===== src/rtl/uart_pkg.sv =====
// Register map, STATUS bit positions and transmitter state type shared by the
// MMIO UART transmitter and its queue.
package uart_pkg;

  localparam logic [3:0] OFF_TXDATA  = 4'h0;
  localparam logic [3:0] OFF_STATUS  = 4'h4;
  localparam logic [3:0] OFF_BAUDDIV = 4'h8;

  localparam int STATUS_BUSY = 0;
  localparam int STATUS_FULL = 1;
  localparam int STATUS_OVF  = 2;

  typedef enum logic [1:0] {
    ST_IDLE,
    ST_START,
    ST_DATA,
    ST_STOP
  } tx_state_e;

  // Byte offset of the register addressed by word index addr[3:2].
  function automatic logic [3:0] reg_offset(input logic [1:0] word_idx);
    return {word_idx, 2'b00};
  endfunction

endpackage


===== src/rtl/uart_tx_fifo.sv =====
// Transmit byte queue. UART_TX_FIFO_EN selects a 4-entry circular FIFO;
// otherwise a single holding register. A push while full is accepted only with a pop.
module uart_tx_fifo (
  input  logic       clk,
  input  logic       reset,
  input  logic       push,
  input  logic       pop,
  input  logic [7:0] data_i,
  output logic [7:0] data_o,
  output logic       full,
  output logic       empty
);

`ifdef UART_TX_FIFO_EN
  logic [7:0] mem_q [4];
  logic [7:0] mem_d [4];
  logic [1:0] wr_ptr_q, wr_ptr_d, rd_ptr_q, rd_ptr_d;
  logic [2:0] count_q, count_d;
  logic       push_ok, pop_ok;

  assign full    = (count_q == 3'd4);
  assign empty   = (count_q == 3'd0);
  assign data_o  = mem_q[rd_ptr_q];
  assign pop_ok  = pop && !empty;
  assign push_ok = push && (!full || pop_ok);

  always_comb begin
    mem_d    = mem_q;
    wr_ptr_d = wr_ptr_q;
    rd_ptr_d = rd_ptr_q;
    count_d  = count_q;
    if (push_ok) begin
      mem_d[wr_ptr_q] = data_i;
      wr_ptr_d        = wr_ptr_q + 2'd1;
    end
    if (pop_ok) rd_ptr_d = rd_ptr_q + 2'd1;
    case ({push_ok, pop_ok})
      2'b10:   count_d = count_q + 3'd1;
      2'b01:   count_d = count_q - 3'd1;
      default: count_d = count_q;
    endcase
  end

  always_ff @(posedge clk) begin
    if (!reset) begin
      wr_ptr_q <= 2'd0;
      rd_ptr_q <= 2'd0;
      count_q  <= 3'd0;
    end else begin
      wr_ptr_q <= wr_ptr_d;
      rd_ptr_q <= rd_ptr_d;
      count_q  <= count_d;
    end
  end

  always_ff @(posedge clk) begin
    mem_q <= mem_d;
  end
`else
  logic [7:0] hold_q, hold_d;
  logic       valid_q, valid_d;
  logic       push_ok, pop_ok;

  assign full    = valid_q;
  assign empty   = !valid_q;
  assign data_o  = hold_q;
  assign pop_ok  = pop && valid_q;
  assign push_ok = push && (!valid_q || pop_ok);

  always_comb begin
    hold_d  = hold_q;
    valid_d = valid_q;
    if (pop_ok) valid_d = 1'b0;
    if (push_ok) begin
      hold_d  = data_i;
      valid_d = 1'b1;
    end
  end

  always_ff @(posedge clk) begin
    if (!reset) begin
      hold_q  <= 8'd0;
      valid_q <= 1'b0;
    end else begin
      hold_q  <= hold_d;
      valid_q <= valid_d;
    end
  end
`endif

endmodule


===== src/rtl/mmio_uart_tx.sv =====
// Memory-mapped 8N1 UART transmitter: TXDATA / STATUS / BAUDDIV registers.
// Define UART_TX_FIFO_EN for a 4-deep transmit FIFO instead of one holding register.
module mmio_uart_tx
  import uart_pkg::*;
#(
  parameter logic [31:0] BASE_ADDR = 32'hFFFF_0000,
  parameter logic [15:0] DIV_RESET = 16'd868
) (
  input  logic        clk,
  input  logic        reset,
  input  logic        we_i,
  input  logic [31:0] addr_i,
  input  logic [31:0] data_i,
  output logic [31:0] data_o,
  output logic        sel_o,
  output logic        tx_o
);

  tx_state_e   state_q, state_d;
  logic [15:0] div_q, div_d;
  logic [15:0] cnt_q, cnt_d;
  logic [2:0]  bit_q, bit_d;
  logic [7:0]  shift_q, shift_d;
  logic        ovf_q, ovf_d;
  logic        tx_q, tx_d;

  logic [3:0]  offset;
  logic        wr_txdata, wr_status, wr_bauddiv;
  logic        fifo_pop, fifo_full, fifo_empty;
  logic [7:0]  fifo_data;
  logic [2:0]  status;
  logic        unused_bits;

  assign unused_bits = ^{addr_i[1:0], data_i[31:16]};

  assign sel_o      = (addr_i[31:4] == BASE_ADDR[31:4]);
  assign offset     = reg_offset(addr_i[3:2]);
  assign wr_txdata  = we_i && sel_o && reset && (offset == OFF_TXDATA);
  assign wr_status  = we_i && sel_o && reset && (offset == OFF_STATUS);
  assign wr_bauddiv = we_i && sel_o && reset && (offset == OFF_BAUDDIV);

  uart_tx_fifo u_fifo (
    .clk    (clk),
    .reset  (reset),
    .push   (wr_txdata),
    .pop    (fifo_pop),
    .data_i (data_i[7:0]),
    .data_o (fifo_data),
    .full   (fifo_full),
    .empty  (fifo_empty)
  );

  always_comb begin
    status              = 3'b000;
    status[STATUS_BUSY] = (state_q != ST_IDLE) || !fifo_empty;
    status[STATUS_FULL] = fifo_full;
    status[STATUS_OVF]  = ovf_q;
  end

  always_comb begin
    data_o = 32'd0;
    if (sel_o) begin
      case (offset)
        OFF_STATUS:  data_o = {29'd0, status};
        OFF_BAUDDIV: data_o = {16'd0, div_q};
        default:     data_o = 32'd0;
      endcase
    end
  end

  always_comb begin
    div_d = div_q;
    if (wr_bauddiv) div_d = (data_i[15:0] == 16'd0) ? 16'd1 : data_i[15:0];
    ovf_d = ovf_q;
    if (wr_status && data_i[STATUS_OVF]) ovf_d = 1'b0;
    if (wr_txdata && fifo_full && !fifo_pop) ovf_d = 1'b1;
  end

  // Every bit boundary reloads the counter from the live divisor.
  always_comb begin
    state_d  = state_q;
    cnt_d    = (state_q == ST_IDLE) ? cnt_q : cnt_q - 16'd1;
    bit_d    = bit_q;
    shift_d  = shift_q;
    fifo_pop = 1'b0;
    case (state_q)
      ST_IDLE: begin
        if (!fifo_empty) begin
          fifo_pop = 1'b1;
          shift_d  = fifo_data;
          state_d  = ST_START;
          cnt_d    = div_q - 16'd1;
        end
      end
      ST_START: begin
        if (cnt_q == 16'd0) begin
          state_d = ST_DATA;
          bit_d   = 3'd0;
          cnt_d   = div_q - 16'd1;
        end
      end
      ST_DATA: begin
        if (cnt_q == 16'd0) begin
          cnt_d = div_q - 16'd1;
          if (bit_q == 3'd7) begin
            state_d = ST_STOP;
          end else begin
            bit_d   = bit_q + 3'd1;
            shift_d = {1'b0, shift_q[7:1]};
          end
        end
      end
      ST_STOP: begin
        if (cnt_q == 16'd0) begin
          if (!fifo_empty) begin
            fifo_pop = 1'b1;
            shift_d  = fifo_data;
            state_d  = ST_START;
            cnt_d    = div_q - 16'd1;
          end else begin
            state_d = ST_IDLE;
            cnt_d   = 16'd0;
          end
        end
      end
      default: state_d = ST_IDLE;
    endcase

    case (state_d)
      ST_START: tx_d = 1'b0;
      ST_DATA:  tx_d = shift_d[0];
      default:  tx_d = 1'b1;
    endcase
  end

  always_ff @(posedge clk) begin
    if (!reset) begin
      state_q <= ST_IDLE;
      div_q   <= DIV_RESET;
      cnt_q   <= 16'd0;
      bit_q   <= 3'd0;
      shift_q <= 8'd0;
      ovf_q   <= 1'b0;
      tx_q    <= 1'b1;
    end else begin
      state_q <= state_d;
      div_q   <= div_d;
      cnt_q   <= cnt_d;
      bit_q   <= bit_d;
      shift_q <= shift_d;
      ovf_q   <= ovf_d;
      tx_q    <= tx_d;
    end
  end

  assign tx_o = tx_q;

endmodule


===== config.mk =====
export PLATFORM = sky130hd
export DESIGN_NAME = mmio_uart_tx
export DESIGN_NICKNAME = d
export VERILOG_FILES = /design/src/rtl/uart_pkg.sv /design/src/rtl/uart_tx_fifo.sv /design/src/rtl/mmio_uart_tx.sv
export SDC_FILE = /design/constraint.sdc
export NUM_CORES = 1
export LEC_CHECK = 0
export BUFFER_PORTS_ARGS = -buffer_cell sky130_fd_sc_hd__buf_2
export CORE_UTILIZATION = 40
export CTS_CLUSTER_DIAMETER = 40
export CTS_CLUSTER_SIZE = 40
export DETAILED_ROUTE_END_ITERATION = 10
export PLACE_DENSITY_LB_ADDON = 0.05
export REMOVE_ABC_BUFFERS = 1
export SYNTH_ARGS = -nofsm -noshare
export SYNTH_HDL_FRONTEND = slang
export SYNTH_SLANG_ARGS = --single-unit

===== constraint.sdc =====
create_clock -name clk -period 3.5 [get_ports clk]
set_input_delay 0 -clock clk [delete_from_list [all_inputs] [get_ports clk]]
set_output_delay 0 -clock clk [all_outputs]
set_load 0.01 [all_outputs]

# Word level (Yosys, flattened, before mapping)

Cells that the tools add are included.

Bits of input ports: 67
Flip-flop bits (word level): 56
Word-level logic and storage cells: 85
Output and inout port bits: 34

Equality and inequality tests: 13
Add/sub/neg operators: 3
Multiplexer cells: 33
Reductions and logical operators: 26

Operator list:

| kind                  | number |
|---|---|
| $mux 16               | 7 |
| $pmux 16 s3           | 1 |
| $logic_not 16->1      | 2 |
| $mux 8                | 4 |
| $pmux 16 s2           | 1 |
| $sub 16x1->16 const B | 2 |
| $eq 28x28->1 const B  | 1 |
| $pmux 8 s3            | 1 |
| $logic_and 1x1->1     | 10 |
| $mux 2                | 5 |
| $mux 3                | 3 |
| $eq 2x2->1 const B    | 4 |
| $ne 2x2->1 const B    | 4 |
| $pmux 2 s4            | 1 |
| $reduce_and 4->1      | 2 |
| $reduce_bool 2->1     | 4 |
| $mux 1                | 7 |
| $eq 2x1->1 const B    | 3 |
| $pmux 3 s2            | 1 |
| $logic_not 4->1       | 1 |
| $pmux 1 s2            | 2 |
| $add 3x1->3 const B   | 1 |
| $eq 3x3->1 const B    | 1 |
| $reduce_bool 3->1     | 1 |
| 4 further kinds       | 6 |

# Longest topological paths before layout

Depth in word-level cells: 7
Mapped depth: 10
Depth with buffers taken out: 8

# Cells and area by module

A second synthesis with hierarchy kept.

Cells, all modules: 421
Area, all modules: 3538.4 sq um

Modules (own cells, without submodules):

| module       | cells an instance | area each (sq um) | instances | seq. area each (sq um) |
|---|---|---|---|---|
| mmio_uart_tx | 381               | 3160.5            | 1         | 940.9 |
| uart_tx_fifo | 40                | 377.9             | 1         | 180.2 |

# Worst setup path before layout

No wires, ideal clock.

Kind: reg2reg
Start point: reg state_q[1]
End point: reg u_fifo.hold_q[0] (netlist: u_fifo.data_o[0])
Cell stages (with the launch flop): 10
Setup slack: 1.178 ns
Data required time: 3.372 ns
Path buffers: 2
Setup time: 0.128 ns
Period minus slack after synthesis: 2.322 ns
Arrival: 2.195 ns
Cell sequence: dfxtp_1 ha_1 clkbuf_1 nor4bb_1 a41oi_2 o21ai_0 and4_1 buf_4 mux2i_1 nor2_1

Cells in the longest elaborated chain, start to end: 5
Elaborated cells between the ends (all ways): 6
Classes of those cells: 1 x eq/ne; 1 x mux; 4 x reduce/logical

RTL lines:

| item                                          | RTL line            | source |
|---|---|---|
| start, declared                               | mmio_uart_tx.sv:19  | `tx_state_e state_q, state_d;` |
| start signal, assigned                        | mmio_uart_tx.sv:146 | `state_q <= state_d;` |
| $eq 2x2->1 or $logic_not 2->1 (tied branches) | mmio_uart_tx.sv:86  | `case (state_q)` |
| $pmux 1 s2 *                                  | mmio_uart_tx.sv:86  |  |
| $logic_and 1x1->1 *                           | uart_tx_fifo.sv:67  | `assign pop_ok = pop && valid_q;` |
| $logic_or 1x1->1 *                            | uart_tx_fifo.sv:68  | `assign push_ok = push && (!valid_q \|\| pop_ok);` |
| $logic_and 1x1->1 *                           | uart_tx_fifo.sv:68  |  |
| end signal, assigned                          | uart_tx_fifo.sv:85  | `hold_q <= hold_d;` |
| end, declared                                 | uart_tx_fifo.sv:60  | `logic [7:0] hold_q, hold_d;` |

Every way passes the cells marked *; elsewhere a longest branch is shown, timed or not.
A chain may end at the register's enable or synchronous reset.

# Final worst setup path

Start point: reg state_q[1]
End point: reg cnt_q[2]

Cells in the longest elaborated chain, start to end: 4
Elaborated cells between the ends (all ways): 10
Classes of those cells: 3 x eq/ne; 5 x mux; 2 x reduce/logical

RTL lines:

| item                              | RTL line                               | source |
|---|---|---|
| $logic_not 2->1                   | mmio_uart_tx.sv:82, mmio_uart_tx.sv:86 |  |
| $mux 16                           | mmio_uart_tx.sv:82                     | `cnt_d = (state_q == ST_IDLE) ? cnt_q : cnt_q - 16'd1;` |
| $mux 16, on equally long branches | -                                      |  |
| $pmux 16 s3 *                     | mmio_uart_tx.sv:86                     |  |
| end signal, assigned              | mmio_uart_tx.sv:148                    | `cnt_q <= cnt_d;` |
| end, declared                     | mmio_uart_tx.sv:21                     | `logic [15:0] cnt_q, cnt_d;` |

Marked as above.

==> results.toml <==
[placed_design]
dp_hpwl_um = 6456
gp_congestion = 0.7695
placed_cell_area_um2 = 3791
portBuffers = 66

[clock_network]
clock_latency_ns = 0.30
cts_resized = 0
cts_setup_buffers = 0
h-tree-depth = 2
numCtsBuffers = 5
cts_buffer_depth = 2
numClockSinks = 56
clockRootBuffer = "clkbuf_8"
cts_tree = "done"
clkTransAtPathRegs_ns = 0.10

[synth]
synthesis.instances = 435
synth_ff_type = "dfxtp_1"
synth_commonest_cells = "nor2_1, dfxtp_1, nand2_1"
synth.top_cell.area_share = 0.3232
seq_area_frac_synth = 0.3232
postSynthAreaPerCell_um2 = 7.973
synth_top_cell_by_area = "dfxtp_1"
yosysMostFrequentCell = "nor2_1"
synthArstFlopShare = 0
synth_area_leaders = "dfxtp_1, nor2_1, xnor2_1"
syn_area_um2 = 3468
synth_edf_count = 0
synth-seq-cells = 56
synthDistinctLibCells = 54
yosys_warnings = 0

[setup_path]
path_cells = "inv_1, ha_1, a41oi_2, nor2b_1, a21oi_1, o21ai_0, and2_1"
crit_cells = 7
slowest_delay_ns = 0.93
worst-endpoint-required_ns = 3.70
cp_data_arrival_time_ns = 3.17
end_kind = "flip-flop"
path_delay_family = "compound AO/OA/AOI/OAI gates"
reg2reg_slack_ns = 0.54
critPathKind = "flip-flop to flip-flop"
startpoint_type = "flip-flop"
crit_buf_inv = 1
r2r_cells = 7
slowest_stage = "a21oi_1"
crit_fanout = 18

[route]
drt-wirelength-per-cell_um = 14.35
drt-total-wl_um = 8737
vias_per_cell = 5.304
drc = 0
first_pass_iters = 4
vias = 3230
drt_iter0_drc = 95
final_antenna_net_count = 0

[worst_hold_path]
hold_path_depth = 3
hp-class = "primary input to flip-flop"

[floorplanning]
initial_core_util = 0.4179
coreArea_um2 = 8299
io_pins = 101
die_y_um = 95.12
die_w_um = 95.12
num_rows = 33
die_area_um2 = 9047

[timing]
finalHoldViolCount = 0
fin_worst_skew_ns = 0.005622
whs_ns = 0.04902
fin_crit_ns = 2.964
tns_ns = 0
fin_crit_sh = 0.8467
worst_slew_pin_slew_ns = 1.191
setup_viol = 0
rsz0062_at_grt = "false"
slew_headroom = 0.2062
maxSlewViolCount = 0
timing.fmax_mhz = 337.4

[cells_and_area]
syn_to_final_growth_pct = 16.52
seq_area_um2 = 1121
diodes = 0
final_layout_size_suffix_gt1_frac = 0.1706
multi_input_area_um2 = 2107
nNetsFinal = 582
fin_area_um2 = 4041
fillers = 855

[global_routing]
use_met3 = 0.02392
grt_pass1_vias = 3038
grt_max_degree = 38
grt_usage = 0.2038
grt_pass1_wl_um = 14550
grt_overflow_total = 0
grt_util_met2 = 0.3488
globalRouteMet1Util = 0.2770
antenna_found_initial = 0
top_usage_layer = "met2"

[pwr]
leakagePower_nw = 1.576
peakVddDrop_mv = 0.1433
power.density_nw_per_um2 = 360.1

[outcome]
outcome = "finished clean"

[job]
drv_cap = 0
logic make-up (layout without fill, tap and decap cells):
logic type	Yosys count	in the layout	share of synthesized area
adders and majority gates	12	12	0.04329
other	1	16	0.001081
AOI/OAI and AO/OA	84	84	0.1613
xor gates and xnor gates	26	26	0.06566
buffers and inverters	59	113	0.08550
DFF	56	56	0.3232
and+or+nand+nor	182	182	0.2763
muxes	15	15	0.04365
final cells by class:
cell class,instances,share of cell area
multi-input combinational,335,0.5214
sequential,56,0.2774
inverter,19,0.01765
clock buffer,8,0.02229
timing repair buffer,86,0.1288
tap,105,0.03251
power by group:
group          switching, mW  internal [mW]
registers             0.0284          0.660
logic                  0.246          0.158
clock network          0.200          0.162
total                  0.475          0.980
timing repair:
item	in CTS	in global routing
hold buffers	16	0
hold endpoints to repair	20	0
endpoints found under the setup margin	0	0
registers in the layout (all words and copies together), names as in the netlist, 2 cells and up:
name           flops
bit_q              3
cnt_q             16
div_q             16
shift_q            8
state_q            2
u_fifo.data_o      8
through the flow:
stage | utilization | total power, mW | setup slack (ns) | cells
3_5_place_dp | 0.4568 | 1.091 | 0.4604 | 585
4_1_cts | 0.4870 | 1.468 | 0.4453 | 609
2_1_floorplan | - | 0.9762 | 1.131 | 410
3_3_place_gp | 0.4568 | 1.088 | 0.5466 | 585
5_1_grt | 0.4870 | 1.542 | 0.2872 | 609
6_report | 0.4870 | 1.455 | 0.5364 | 609
cells in the final DEF, fill, tap and decap left out, types with 3 or more instances in the layout:
| master | count |
|---|---|
| a21oi_1 | 36 |
| a22oi_1 | 4 |
| a31oi_1 | 5 |
| and2_1 | 12 |
| buf_2 | 66 |
| buf_4 | 4 |
| clkbuf_8 | 6 |
| conb_1 | 16 |
| dfxtp_1 | 56 |
| dlygate4sd3_1 | 16 |
| ha_1 | 12 |
| inv_1 | 19 |
| mux2i_1 | 14 |
| nand2_1 | 40 |
| nand3_1 | 6 |
| nand4_1 | 7 |
| nor2_1 | 58 |
| nor2b_1 | 5 |
| nor3_1 | 7 |
| nor3b_1 | 3 |
| nor4_1 | 14 |
| nor4_2 | 3 |
| o211ai_1 | 4 |
| o21a_1 | 4 |
| o21ai_0 | 5 |
| o22a_1 | 12 |
| or3_1 | 10 |
| or4_1 | 6 |
| xnor2_1 | 21 |
| xor2_1 | 5 |
routing by layer:
| metal | vias to the layer above | part of all wire |
|---|---|---|
| li1 | 1632 | - |
| met1 | 1500 | 0.49 |
| met2 | 94 | 0.46 |
| met3 | 4 | 0.040 |
| met4 | 0 | 0.0047 |
| met5 | - | 0 |
worst register-to-register path, cell delays in order (launching register included):
cell     delay, ns
dfxtp_1       0.39
inv_1         0.08
ha_1          0.39
a41oi_2       0.55
nor2b_1       0.12
a21oi_1       0.93
o21ai_0       0.20
and2_1        0.20
path summary, 6_finish.rpt:
check | from | to
worst max-delay path | state_q[1] | cnt_q[2]
worst min-delay path | we_i | u_fifo.full
worst max register to register | state_q[1] | cnt_q[2]
worst min register to register | bit_q[1] | bit_q[1]
Note: power is estimated with default switching activity, not from simulation.
